--- src/rtl/axi_w_arb.sv ---
// axi_w_arb: two-manager AXI4 write-channel arbiter; one write transaction in flight, grant held AW→B.
// Optional macro AXI_W_ARB_BID_CHK_EN: B carries the AW-phase ID and a mismatched s_bid is reported as SLVERR.
module axi_w_arb #(
   parameter int AW = 32,
   parameter int DW = 32,
   parameter int IW = 3,
   parameter int UW = 32
) (
   input  logic              clk_i,
   input  logic              rst_i,
   input  logic [AW-1:0]     m0_awaddr_i,
   input  logic [1:0]        m0_awburst_i,
   input  logic [2:0]        m0_awsize_i,
   input  logic [7:0]        m0_awlen_i,
   input  logic [UW-1:0]     m0_awuser_i,
   input  logic [IW-1:0]     m0_awid_i,
   input  logic              m0_awlock_i,
   input  logic              m0_awvalid_i,
   output logic              m0_awready_o,
   input  logic [DW-1:0]     m0_wdata_i,
   input  logic [DW/8-1:0]   m0_wstrb_i,
   input  logic              m0_wlast_i,
   input  logic              m0_wvalid_i,
   output logic              m0_wready_o,
   output logic [1:0]        m0_bresp_o,
   output logic [IW-1:0]     m0_bid_o,
   output logic              m0_bvalid_o,
   input  logic              m0_bready_i,
   input  logic [AW-1:0]     m1_awaddr_i,
   input  logic [1:0]        m1_awburst_i,
   input  logic [2:0]        m1_awsize_i,
   input  logic [7:0]        m1_awlen_i,
   input  logic [UW-1:0]     m1_awuser_i,
   input  logic [IW-1:0]     m1_awid_i,
   input  logic              m1_awlock_i,
   input  logic              m1_awvalid_i,
   output logic              m1_awready_o,
   input  logic [DW-1:0]     m1_wdata_i,
   input  logic [DW/8-1:0]   m1_wstrb_i,
   input  logic              m1_wlast_i,
   input  logic              m1_wvalid_i,
   output logic              m1_wready_o,
   output logic [1:0]        m1_bresp_o,
   output logic [IW-1:0]     m1_bid_o,
   output logic              m1_bvalid_o,
   input  logic              m1_bready_i,
   output logic [AW-1:0]     s_awaddr_o,
   output logic [1:0]        s_awburst_o,
   output logic [2:0]        s_awsize_o,
   output logic [7:0]        s_awlen_o,
   output logic [UW-1:0]     s_awuser_o,
   output logic [IW-1:0]     s_awid_o,
   output logic              s_awlock_o,
   output logic              s_awvalid_o,
   input  logic              s_awready_i,
   output logic [DW-1:0]     s_wdata_o,
   output logic [DW/8-1:0]   s_wstrb_o,
   output logic              s_wlast_o,
   output logic              s_wvalid_o,
   input  logic              s_wready_i,
   input  logic [1:0]        s_bresp_i,
   input  logic [IW-1:0]     s_bid_i,
   input  logic              s_bvalid_i,
   output logic              s_bready_o
);

   // state | meaning
   // IDLE  | nothing routed; pick a requester (prio breaks ties)
   // ADDR  | granted manager's AW routed to the subordinate
   // DATA  | granted manager's W routed; s_wlast from beat count
   // RESP  | subordinate B routed back to the granted manager
   typedef enum logic [1:0] {IDLE, ADDR, DATA, RESP} state_t;

   state_t        state_q;
   logic          gnt_q;
   logic          prio_q;
   logic [7:0]    len_q;
   logic [7:0]    beat_cnt_q;

   logic          in_addr, in_data, in_resp;
   logic          sel_awvalid, sel_wvalid, sel_bready;
   logic [7:0]    sel_awlen;
   logic [IW-1:0] sel_awid;
   logic          aw_hs, w_hs, b_hs, w_last;
   logic [1:0]    b_resp;
   logic [IW-1:0] b_id;
   logic          unused_wlast;

   assign in_addr = (state_q == ADDR);
   assign in_data = (state_q == DATA);
   assign in_resp = (state_q == RESP);

   assign sel_awvalid = gnt_q ? m1_awvalid_i : m0_awvalid_i;
   assign sel_wvalid  = gnt_q ? m1_wvalid_i  : m0_wvalid_i;
   assign sel_bready  = gnt_q ? m1_bready_i  : m0_bready_i;
   assign sel_awlen   = gnt_q ? m1_awlen_i   : m0_awlen_i;
   assign sel_awid    = gnt_q ? m1_awid_i    : m0_awid_i;

   assign aw_hs  = in_addr && sel_awvalid && s_awready_i;
   assign w_hs   = in_data && sel_wvalid && s_wready_i;
   assign b_hs   = in_resp && s_bvalid_i && sel_bready;
   assign w_last = (beat_cnt_q == len_q);

   // Managers' own wlast is not trusted; the burst length captured on AW decides.
   assign unused_wlast = m0_wlast_i ^ m1_wlast_i;

   always_ff @(posedge clk_i or posedge rst_i) begin
      if (rst_i) begin
         state_q    <= IDLE;
         gnt_q      <= 1'b0;
         prio_q     <= 1'b0;
         len_q      <= '0;
         beat_cnt_q <= '0;
      end else begin
         case (state_q)
            IDLE: begin
               if (m0_awvalid_i || m1_awvalid_i) begin
                  gnt_q   <= (m0_awvalid_i && m1_awvalid_i) ? prio_q : m1_awvalid_i;
                  state_q <= ADDR;
               end
            end
            ADDR: begin
               if (aw_hs) begin
                  len_q      <= sel_awlen;
                  beat_cnt_q <= '0;
                  state_q    <= DATA;
               end
            end
            DATA: begin
               if (w_hs) begin
                  beat_cnt_q <= beat_cnt_q + 8'd1;
                  if (w_last) state_q <= RESP;
               end
            end
            RESP: begin
               if (b_hs) begin
                  prio_q  <= ~gnt_q;
                  state_q <= IDLE;
               end
            end
            default: state_q <= IDLE;
         endcase
      end
   end

`ifdef AXI_W_ARB_BID_CHK_EN
   logic [IW-1:0] id_q;

   always_ff @(posedge clk_i or posedge rst_i) begin
      if (rst_i)      id_q <= '0;
      else if (aw_hs) id_q <= sel_awid;
   end

   assign b_id   = id_q;
   assign b_resp = (s_bid_i != id_q) ? 2'b10 : s_bresp_i;
`else
   assign b_id   = s_bid_i;
   assign b_resp = s_bresp_i;
`endif

   assign s_awaddr_o  = in_addr ? (gnt_q ? m1_awaddr_i  : m0_awaddr_i)  : '0;
   assign s_awburst_o = in_addr ? (gnt_q ? m1_awburst_i : m0_awburst_i) : '0;
   assign s_awsize_o  = in_addr ? (gnt_q ? m1_awsize_i  : m0_awsize_i)  : '0;
   assign s_awlen_o   = in_addr ? sel_awlen : '0;
   assign s_awuser_o  = in_addr ? (gnt_q ? m1_awuser_i  : m0_awuser_i)  : '0;
   assign s_awid_o    = in_addr ? sel_awid : '0;
   assign s_awlock_o  = in_addr && (gnt_q ? m1_awlock_i : m0_awlock_i);
   assign s_awvalid_o = in_addr && sel_awvalid;
   assign m0_awready_o = in_addr && !gnt_q && s_awready_i;
   assign m1_awready_o = in_addr &&  gnt_q && s_awready_i;

   assign s_wdata_o   = in_data ? (gnt_q ? m1_wdata_i : m0_wdata_i) : '0;
   assign s_wstrb_o   = in_data ? (gnt_q ? m1_wstrb_i : m0_wstrb_i) : '0;
   assign s_wlast_o   = in_data && w_last;
   assign s_wvalid_o  = in_data && sel_wvalid;
   assign m0_wready_o = in_data && !gnt_q && s_wready_i;
   assign m1_wready_o = in_data &&  gnt_q && s_wready_i;

   assign m0_bvalid_o = in_resp && !gnt_q && s_bvalid_i;
   assign m1_bvalid_o = in_resp &&  gnt_q && s_bvalid_i;
   assign m0_bresp_o  = (in_resp && !gnt_q) ? b_resp : '0;
   assign m1_bresp_o  = (in_resp &&  gnt_q) ? b_resp : '0;
   assign m0_bid_o    = (in_resp && !gnt_q) ? b_id : '0;
   assign m1_bid_o    = (in_resp &&  gnt_q) ? b_id : '0;
   assign s_bready_o  = in_resp && sel_bready;

endmodule

--- config.mk ---
export PLATFORM = sky130hd
export DESIGN_NAME = axi_w_arb
export DESIGN_NICKNAME = d
export VERILOG_FILES = /design/src/rtl/axi_w_arb.sv
export SDC_FILE = /design/constraint.sdc
export NUM_CORES = 1
export LEC_CHECK = 0
export ABC_AREA = 1
export BUFFER_PORTS_ARGS = -buffer_cell sky130_fd_sc_hd__buf_2
export CORE_AREA = 2 2 151 153
export CTS_CLUSTER_DIAMETER = 120
export DETAILED_ROUTE_END_ITERATION = 12
export DIE_AREA = 0 0 153 155
export HOLD_SLACK_MARGIN = 0.06
export PLACE_DENSITY_LB_ADDON = 0.2
export SYNTH_ARGS = -nofsm -noshare
export SYNTH_HDL_FRONTEND = slang
export SYNTH_SLANG_ARGS = --single-unit
--- constraint.sdc ---
create_clock -name clk_i -period 1.75 [get_ports clk_i]
set_input_delay 0 -clock clk_i [delete_from_list [all_inputs] [get_ports clk_i]]
set_output_delay 0 -clock clk_i [all_outputs]
set_load 0.01 [all_outputs]
==> qor.json <==
{
  "clockPowerShare": {"value": 0.071},
  "finalInstanceArea": {"value": 0.005441, "unit": "mm2"},
  "rsz0062_at_grt": {"value": "no"},
  "synth_fp_nets": {"value": 823},
  "dr_total_vias": {"value": 4869},
  "sw_frac_of_total": {"value": 0.5627},
  "slew_at_the_pin_closest_to_its_max_slew_limit": {"value": 0.3497, "unit": "ns"},
  "cts_buffer_depth": {"value": 2},
  "netlist.top_cell.by_area": {"value": "sky130_fd_sc_hd__nand2_1"},
  "diodes": {"value": 0},
  "design.final.nets": {"value": 1187},
  "finalWorstPathRequiredPeriod": {"value": 1.648, "unit": "ns"},
  "drc": {"value": 0},
  "clkSlewWorstSetupHoldPaths": {"value": 0.06, "unit": "ns"},
  "drv_cap": {"value": 0},
  "worst_hold_startpoint": {"value": "m1_awlen_i[6]"},
  "timing.critical_path.arrival": {"value": 1.65, "unit": "ns"},
  "grt_pass1_vias": {"value": 4493},
  "via_per_inst": {"value": 4.011},
  "final_max_slew_viol_count": {"value": 0},
  "worst_setup_timing_slack_at_the_placement_stage": {"value": 0.1195, "unit": "ns"},
  "io_pins": {"value": 389},
  "yosys_register_bits": {"value": 20},
  "postPlaceCellArea": {"value": 0.005226, "unit": "mm2"},
  "finalSetupViolCount": {"value": 0},
  "setup.worst_path.start": {"value": "state_q[1]"},
  "timing.reg2reg.setup_slack": {"value": 0.17, "unit": "ns"},
  "post_synth_main_area_contributors": {"value": "sky130_fd_sc_hd__nand2_1 35%, sky130_fd_sc_hd__a21oi_1 19%, sky130_fd_sc_hd__dfrtp_1 17%"},
  "synth_top_area_share": {"value": 0.3469},
  "count_of_buffers_from_port_buffering": {"value": 386},
  "power_switching": {"value": 0.003876, "unit": "W"},
  "leakage": {"value": 3.219, "unit": "nW"},
  "timing.fmax": {"value": 0.6066, "unit": "GHz"},
  "powerDensity": {"value": 1266, "unit": "mW/mm2"},
  "timing.rr.end": {"value": "beat_cnt_q[4]"},
  "worst_skew_pair.late_latency": {"value": 0.25, "unit": "ns"},
  "maxSlewHeadroom": {"value": 0.7669},
  "worst_case_setup_margin_in_the_final_layout": {"value": 0.1015, "unit": "ns"},
  "worstSetupPathType": {"value": "register to output port"},
  "critical_path.reg2reg.startpoint": {"value": "gnt_q"},
  "clock_tree.root_cell": {"value": "sky130_fd_sc_hd__clkbuf_16"},
  "layout_commonest_cell": {"value": "sky130_fd_sc_hd__buf_2"},
  "outcome": {"value": "complete, no violations"},
  "dieWidth": {"value": 153, "unit": "um"},
  "synth.yosys.warnings": {"value": 0},
  "number_of_different_library_cells_in_the_post_synthesis_netlist": {"value": 30},
  "timing.hold.worst_path_depth": {"value": 3},
  "final.fill_count": {"value": 2656},
  "timing.hold.ws": {"value": 0.06137, "unit": "ns"},
  "initial_utilization": {"value": 0.1339},
  "synthArstFlopShare": {"value": 1.000},
  "worst-path-max-fanout": {"value": 41},
  "post_synthesis_mean_instance_area": {"value": 5.257, "unit": "um2"},
  "clock-sinks": {"value": 20},
  "post_drt_wl_per_cell": {"value": 15.23, "unit": "um"},
  "wire_length_of_the_first_global_routing_pass": {"value": 26030, "unit": "um"},
  "min_to": {"value": "len_q[6]"},
  "design.die.area": {"value": 0.02372, "unit": "mm2"},
  "crit_path_start_kind": {"value": "register"},
  "worstHoldPathType": {"value": "input port to register"},
  "post_route_cells_drive_above_1_share": {"value": 0.4586},
  "placement_rows": {"value": 55},
  "p_seq_frac": {"value": 0.114},
  "dpl.hpwl": {"value": 14150, "unit": "um"},
  "grt_antenna_before_repair": {"value": 1},
  "number_of_enable_type_register_cells_in_the_synthesized_netlist": {"value": 0},
  "power_frac_comb": {"value": 0.815},
  "global_route.usage.total": {"value": 0.1366},
  "synth.yosys.seq_area_share": {"value": 0.1682},
  "cts_setup_buffers": {"value": 0},
  "cts_tree": {"value": "done"},
  "cp_data_required_time": {"value": 1.75, "unit": "ns"},
  "setup_tns": {"value": 0, "unit": "ns"},
  "grt_start_max_net_pins": {"value": 84},
  "globalplace.congestion": {"value": 0.7893},
  "synthCells": {"value": 566},
  "final_cell_mix": {"value": "385 x sky130_fd_sc_hd__buf_2, 273 x sky130_fd_sc_hd__nand2_1, 109 x sky130_fd_sc_hd__a21oi_1"},
  "period_share": {"value": 0.9420},
  "p_int": {"value": 0.003012, "unit": "W"},
  "numCtsBuffers": {"value": 3},
  "setup.worst_path.end_class": {"value": "output port"},
  "worst-r2r-cell-count": {"value": 9},
  "die_ht": {"value": 155, "unit": "um"},
  "overflow": {"value": 0},
  "synth_top_flop_cell": {"value": "sky130_fd_sc_hd__dfrtp_1"},
  "core_area": {"value": 0.02223, "unit": "mm2"},
  "finalWirelength": {"value": 18490, "unit": "um"},
  "antenna_left": {"value": 0},
  "layout_area_overhead": {"value": 82.88, "unit": "%"},
  "max_clock_skew": {"value": 0.006421, "unit": "ns"},
  "drt_first_pass_iters": {"value": 6},
  "ir_drop": {"value": 0.8440, "unit": "mV"},
  "hold_viol_final": {"value": 0},
  "cts.htree.levels": {"value": 1},
  "mappedNetlistArea": {"value": 0.002975, "unit": "mm2"},
  "drt_first_iter_violations": {"value": 318}
}
==> how the worst max path moves through the flow <==
stage / endpoint / cells after the start
after floorplan: beat_cnt_q[2] / 10
after global placement: m0_bvalid_o / 5
after detailed placement: m0_bvalid_o / 5
after CTS: m0_bvalid_o / 5
after global routing: m0_awready_o / 6
final: s_awuser_o[21] / 6
==> metal layers <==
layer	vias to the layer above	global-route usage	wire, um
li1	2537	-	-
met1	2136	0.1870	8312
met2	192	0.2389	9067
met3	4	0.01950	1053
met4	0	0.008818	54
met5	-	0	0
==> flip-flops by register name, summed over array words and instances, names as in the netlist <==
name,count
beat_cnt_q,8
len_q,8
prio_q,1
gnt_q,1
state_q,2
==> cells by family after synthesis <==
family,share of synthesized area
xor gates and xnor gates,0.01766
buffers and inverters,0.09925
muxes,0.02691
adders and majority gates,0.02103
AOI/OAI and AO/OA,0.2393
DFF,0.1682
and+or+nand+nor,0.4277
==> cell usage after synthesis, types with 4 or more instances <==
master,number
sky130_fd_sc_hd__xnor2_1,4
sky130_fd_sc_hd__inv_1,21
sky130_fd_sc_hd__buf_2,21
sky130_fd_sc_hd__nor2_1,25
sky130_fd_sc_hd__o21ai_0,4
sky130_fd_sc_hd__a21oi_1,113
sky130_fd_sc_hd__mux2i_1,8
sky130_fd_sc_hd__ha_1,5
sky130_fd_sc_hd__nor3_1,5
sky130_fd_sc_hd__o21ai_1,10
sky130_fd_sc_hd__dfrtp_1,20
sky130_fd_sc_hd__clkbuf_1,16
sky130_fd_sc_hd__nand2_1,275
sky130_fd_sc_hd__o21ai_2,5
sky130_fd_sc_hd__nand3_1,9
==> critical path: stages, from the launching register on <==
cell and delay (ns):
sky130_fd_sc_hd__dfrtp_1 0.41, sky130_fd_sc_hd__inv_1 0.10, sky130_fd_sc_hd__ha_2 0.20, sky130_fd_sc_hd__inv_2 0.09, sky130_fd_sc_hd__clkbuf_16 0.24, sky130_fd_sc_hd__a21oi_2 0.17
sky130_fd_sc_hd__buf_2 0.17
==> power groups by stage <==
stage	Sequential, W	Combinational, W	Clock (W)
CTS	0.000784	0.00541	0.000502
finish	0.000787	0.00561	0.000486
global placement	0.000793	0.00539	0
global route	0.000821	0.00623	0.000518
floorplan	0.000714	0.00320	0
detailed placement	0.000791	0.00537	0
==> timing repair <==
action	4_1_cts	5_1_grt
resized for setup	2	14
gates cloned	0	2
endpoints found under the hold margin	21	0
hold buffers	2	0
setup endpoints to repair	8	68
==> layout make-up <==
| type | count | area [um2] | share of cell area |
|---|---|---|---|
| tap | 285 | 356.6 | 0.06553 |
| sequential | 20 | 504.2 | 0.09267 |
| clock buffer | 4 | 78.83 | 0.01449 |
| multi-input combinational | 479 | 2212 | 0.4065 |
| timing repair buffer | 401 | 2188 | 0.4022 |
| inverter | 25 | 101.3 | 0.01862 |
==> metrics by stage <==
stage / cells / power, W / utilization
after detailed placement: 1206 / 0.006165 / 0.2351
after global placement: 1206 / 0.006186 / 0.2351
after floorplan: 566 / 0.003918 / -
final: 1214 / 0.006888 / 0.2448
after CTS: 1212 / 0.006700 / 0.2399
after global routing: 1214 / 0.007572 / 0.2448
(Power assumes the default switching activity.)
